**config.mk**
```make
export PLATFORM = sky130hd
export DESIGN_NAME = data_mem_bridge
export DESIGN_NICKNAME = d
export VERILOG_FILES = /design/src/rtl/data_mem_bridge.sv
export SDC_FILE = /design/constraint.sdc
export NUM_CORES = 1
export LEC_CHECK = 0
export BUFFER_PORTS_ARGS = -buffer_cell sky130_fd_sc_hd__buf_2
export CAP_MARGIN = 20
export CELL_PAD_IN_SITES_DETAIL_PLACEMENT = 1
export CELL_PAD_IN_SITES_GLOBAL_PLACEMENT = 2
export CORE_UTILIZATION = 28
export CTS_BUF_LIST = sky130_fd_sc_hd__clkbuf_16
export DETAILED_ROUTE_END_ITERATION = 8
export PLACE_DENSITY = 0.73
export SLEW_MARGIN = 0
export SYNTH_ARGS = -nofsm -noshare
export SYNTH_HDL_FRONTEND = slang
export SYNTH_SLANG_ARGS = --single-unit
```
**constraint.sdc**
```tcl
create_clock -name clk -period 5.7 [get_ports clk]
set_input_delay 1.14 -clock clk [delete_from_list [all_inputs] [get_ports clk]]
set_output_delay 1.14 -clock clk [all_outputs]
set_load 0.03 [all_outputs]
```
**src/rtl/data_mem_bridge.sv**
```systemverilog
// M-stage data-side bridge: formats stores, runs one SRAM-like bus transaction at a time,
// extends load data into a held result register and raises d_stall until that result is ready.
module data_mem_bridge (
  input  logic        clk,
  input  logic        rst,
  input  logic        mem_en,
  input  logic        mem_wen,
  input  logic [31:0] mem_addr,
  input  logic [1:0]  mem_size,
  input  logic [31:0] mem_wdata,
  input  logic        load_unsigned,
  input  logic        stall_others,
  output logic [31:0] mem_rdata,
  output logic        d_stall,
  output logic        addr_err,
  output logic        data_req,
  output logic        data_wr,
  output logic [1:0]  data_size,
  output logic [31:0] data_addr,
  output logic [3:0]  data_wstrb,
  output logic [31:0] data_wdata,
  input  logic        data_addr_ok,
  input  logic        data_data_ok,
  input  logic [31:0] data_rdata,
  output logic [1:0]  dbg_state
);

  typedef enum logic [1:0] {IDLE = 2'd0, REQ = 2'd1, WAIT = 2'd2, DONE = 2'd3} state_t;

  state_t      state_q, state_d;
  logic        cancel_q, cancel_d;
  logic [31:0] addr_q, addr_d;
  logic [1:0]  size_q, size_d;
  logic        wen_q, wen_d;
  logic        uns_q, uns_d;
  logic [3:0]  wstrb_q, wstrb_d;
  logic [31:0] wdata_q, wdata_d;
  logic [31:0] rdata_q, rdata_d;

  logic        access_ok;
  logic [3:0]  in_wstrb;
  logic [31:0] in_wdata;
  logic [7:0]  byte_sel;
  logic [15:0] half_sel;
  logic [31:0] load_data;

  // A misaligned access behaves exactly like an empty slot.
  assign addr_err  = mem_en & (((mem_size == 2'd1) & mem_addr[0]) |
                               ((mem_size == 2'd2) & (mem_addr[1:0] != 2'b00)));
  assign access_ok = mem_en & ~addr_err;
  assign d_stall   = access_ok & (state_q != DONE);
  assign mem_rdata = rdata_q;
  assign dbg_state = state_q;

  always_comb begin
    in_wstrb = 4'b1111;
    in_wdata = mem_wdata;
    case (mem_size)
      2'd0: begin
        in_wstrb = 4'b0001 << mem_addr[1:0];
        in_wdata = {4{mem_wdata[7:0]}};
      end
      2'd1: begin
        in_wstrb = 4'b0011 << {mem_addr[1], 1'b0};
        in_wdata = {2{mem_wdata[15:0]}};
      end
      default: in_wstrb = 4'b1111;
    endcase
    if (!mem_wen) in_wstrb = 4'b0000;
  end

  always_comb begin
    case (addr_q[1:0])
      2'd0:    byte_sel = data_rdata[7:0];
      2'd1:    byte_sel = data_rdata[15:8];
      2'd2:    byte_sel = data_rdata[23:16];
      default: byte_sel = data_rdata[31:24];
    endcase
    half_sel = addr_q[1] ? data_rdata[31:16] : data_rdata[15:0];
    case (size_q)
      2'd0:    load_data = {{24{~uns_q & byte_sel[7]}}, byte_sel};
      2'd1:    load_data = {{16{~uns_q & half_sel[15]}}, half_sel};
      default: load_data = data_rdata;
    endcase
  end

  // Bus handshake: data_req is asserted from the first request cycle through the cycle
  // data_addr_ok is sampled high (inclusive) and is never withdrawn once raised; bus fields
  // are stable while it is high. data_data_ok completes the single outstanding transaction.
  always_comb begin
    state_d    = state_q;
    cancel_d   = cancel_q;
    addr_d     = addr_q;
    size_d     = size_q;
    wen_d      = wen_q;
    uns_d      = uns_q;
    wstrb_d    = wstrb_q;
    wdata_d    = wdata_q;
    rdata_d    = rdata_q;
    data_req   = 1'b0;
    data_wr    = wen_q;
    data_size  = size_q;
    data_addr  = addr_q;
    data_wstrb = wstrb_q;
    data_wdata = wdata_q;
    case (state_q)
      IDLE: begin
        cancel_d   = 1'b0;
        data_wr    = mem_wen;
        data_size  = mem_size;
        data_addr  = mem_addr;
        data_wstrb = in_wstrb;
        data_wdata = in_wdata;
        if (access_ok) begin
          data_req = 1'b1;
          addr_d   = mem_addr;
          size_d   = mem_size;
          wen_d    = mem_wen;
          uns_d    = load_unsigned;
          wstrb_d  = in_wstrb;
          wdata_d  = in_wdata;
          state_d  = data_addr_ok ? WAIT : REQ;
        end
      end
      REQ: begin
        data_req = 1'b1;
        if (!access_ok) cancel_d = 1'b1;
        if (data_addr_ok) state_d = WAIT;
      end
      WAIT: begin
        if (!access_ok) cancel_d = 1'b1;
        if (data_data_ok) begin
          // The instruction must still be present to take the response.
          if (cancel_q || !access_ok) begin
            state_d = IDLE;
          end else begin
            state_d = DONE;
            if (!wen_q) rdata_d = load_data;
          end
        end
      end
      DONE: begin
        cancel_d = 1'b0;
        if (!stall_others) state_d = IDLE;
      end
      default: state_d = IDLE;
    endcase
    if (rst) begin
      data_req   = 1'b0;
      data_wr    = 1'b0;
      data_addr  = 32'd0;
      data_wstrb = 4'b0000;
      data_wdata = 32'd0;
    end
  end

  always_ff @(posedge clk or posedge rst) begin
    if (rst) begin
      state_q  <= IDLE;
      cancel_q <= 1'b0;
      addr_q   <= 32'd0;
      size_q   <= 2'd0;
      wen_q    <= 1'b0;
      uns_q    <= 1'b0;
      wstrb_q  <= 4'b0000;
      wdata_q  <= 32'd0;
      rdata_q  <= 32'd0;
    end else begin
      state_q  <= state_d;
      cancel_q <= cancel_d;
      addr_q   <= addr_d;
      size_q   <= size_d;
      wen_q    <= wen_d;
      uns_q    <= uns_d;
      wstrb_q  <= wstrb_d;
      wdata_q  <= wdata_d;
      rdata_q  <= rdata_d;
    end
  end

endmodule

```
==> results.txt <==
Synth cell types: 38
Tot Pwr: 4.54 mW
setup TNS: 0 ns
ranking of synthesized cells by area: dfrtp_1 42%, mux2i_1 13%, mux2_2 11%, mux2_4 7.1%, nor2_1 4.2%
Overflow after GRT: 0
global-route usage over all layers: 17.4%
R2R Setup Slk: 3.02 ns
Post-Synthesis Cells: 619
Crit. End Element: primary output
CTS Hold Buffers Added: 0
Synth Area per Inst: 10.2 µm²
H-Tree Depth: 3
most frequent cells in the layout: 213 x buf_2, 107 x dfrtp_1, 82 x mux2i_1, 71 x nor2_1, 63 x mux2_2
CP Capture Point: data_wdata[13]
root buffer cell: clkbuf_16
synthesized area: 6340 µm²
Slew HR: 27.6%
number of I/O port buffers: 213
vias in the first global route: 5,441
crit path from: mem_size[1]
net switching power: 2.08 mW
worst r2r src: addr_q[1]
worst r2r path cells: 4
routability cong.: 0.797
crit path DAT: 3.09 ns
Hold Vio Cnt, Final: 0
Startpoint Class: primary input
HP Class: reg -> reg
clk sink count: 107
leading area contributor after synthesis: dfrtp_1
max-cap check violation count: 0
most common cell after layout, fill and taps aside: buf_2
Tmin final: 4.23 ns
fmax: 237 MHz
Top Ports: 214
number of synthesized flops with an enable pin: 0
combinational power share: 56.0%
P_int: 2.46 mW
ys async rst share: 100%
CTS Buf Count: 9
Die X: 152 µm
CTS tree: built
Worst R2R End: mem_rdata[8]
layout cell share with drive strength beyond 1: 41.6%
largest net degree at the start of global routing: 95
clk slew on worst S/H paths: 0.08 ns
slew at the pin with the worst max-slew slack: 1.09 ns
post-synthesis sequential area ratio: 42.3%
failing checks: DRC
largest fanout on the critical path: 35
placeable core region: 22,000 µm²
Top FF cell, synth: dfrtp_1
dpl hpwl: 14.3 mm
vias post-DR: 5,182
drt initial violations: 189
Synth warnings: 0
postcts setup bufs: 0
post-cts sizing count: 0
hold_ws: 0.482 ns
routed wire length per instance: 18.3 µm
Pre-antenna DRT Iters: 6
Clock Latency Late Sink: 0.36 ns
CTS Buffer Depth: 2
total die area: 23,200 µm²
FF+latch count, synth: 107
syn_nets: 729
skew final: 0.0146 ns
PD cells: 573 nW/µm²
fin nets: 908
Final period util: 74.2%
Leak Pwr: 4.01 nW
Setup violations, final: 0
Core Rows: 54
sw frac: 45.7%
status: complete, but fails checks
global-route wire length before repair: 31.4 mm
CP Data Required Time: 4.56 ns
Seq pwr share: 30.3%
Area growth syn-to-layout: 25.1%
WS Path Type: in -> out
routed wire length: 19.9 mm
Peak VDD IR: 0.000199 V
residual DRC count: 28
antenna-violating nets left: 0
Initial Utilization: 28.8%
Avg Vias per Cell: 4.77
Chip Height: 152 µm
unrepaired setup endpoints after global routing: no
initial antenna violation count: 5
Synth top area share: 42.3%
clock share of power: 13.7%
Final Max Slew Viols: 0
## kinds of logic (layout without fill, tap and decap cells)
group           after synthesis  count (layout)  share of synthesized area (%)
mux                         178             178                           32.0
other cells                   0               4                              0
fa+ha+maj                     4               4                          0.790
buf+inv                      68             252                           4.64
compound gates              104             104                           9.73
flops                       107             107                           42.3
simple gates                158             158                           10.6
## worst min path at each step
stage / to / slack [ns] / start / depth (start not counted)
final: wdata_q[22] / 0.48 / wdata_q[22] / 2
after global routing: wstrb_q[1] / 0.51 / wstrb_q[1] / 2
after CTS: wdata_q[18] / 0.49 / wdata_q[18] / 2
after detailed placement: wdata_q[18] / 0.47 / wdata_q[18] / 2
after global placement: wdata_q[16] / 0.46 / wdata_q[16] / 2
after floorplan: wdata_q[10] / 0.45 / wdata_q[10] / 2
## cells in the mapped netlist, drive strengths merged (8+ instances only)
master and n:
a211oi 16, a21oi 16, buf 19, clkbuf 33
dfrtp 107, inv 16, mux2 95, mux2i 82
nand2 57, nand2b 15, nor2 71, nor2b 8
o21ai 52, o22ai 8
## metal layers
layer / vias to the layer above / global-route usage [%] / part of all wire, %
met5: - / 0 / 0.12
met4: 4 / 4.18 / 1.1
met3: 17 / 5.60 / 7.8
met2: 151 / 27.5 / 45
met1: 2493 / 23.0 / 46
li1: 2517 / - / -
## area by class of cell
class                      instances  area (µm²)
clock buffer                       9         225
multi-input combinational        444        3400
sequential                       107        2680
fill                            2550       14100
clock inverter                     7        51.3
timing repair buffer             220        1150
tap                              280         350
inverter                          16        62.6
antenna                            4        10.0
## power by group through the flow
stage | clock network [mW] | logic [mW] | registers, mW
6_report | 0.622 | 2.54 | 1.37
5_1_grt | 0.678 | 2.77 | 1.43
4_1_cts | 0.651 | 2.58 | 1.38
3_5_place_dp | 0 | 2.57 | 1.39
3_3_place_gp | 0 | 2.56 | 1.37
2_1_floorplan | 0 | 1.73 | 1.53
## per-stage QoR
stage	instances	cell area, µm²	utilization (%)	worst slack [ns]
floorplan	619	6340	-	1.37
global placement	1066	7610	34.6	1.47
detailed placement	1066	7610	34.6	1.44
CTS	1082	7890	35.8	1.44
global route	1083	7920	35.9	1.25
finish	1087	7930	36.0	1.47
## flip-flops by register name, indices dropped and copies added (netlist names)
name       count
wdata_q       32
mem_rdata     32
addr_q        32
wen_q          1
uns_q          1
wstrb_q        4
size_q         2
cancel_q       1
dbg_state      2
## worst max-delay path: stages
cell and delay (ns):
buf_2 0.31, nor2_1 0.84, mux2i_1 0.24, a211oi_1 0.29
buf_2 0.25
Note: power is estimated with default switching activity, not from simulation.
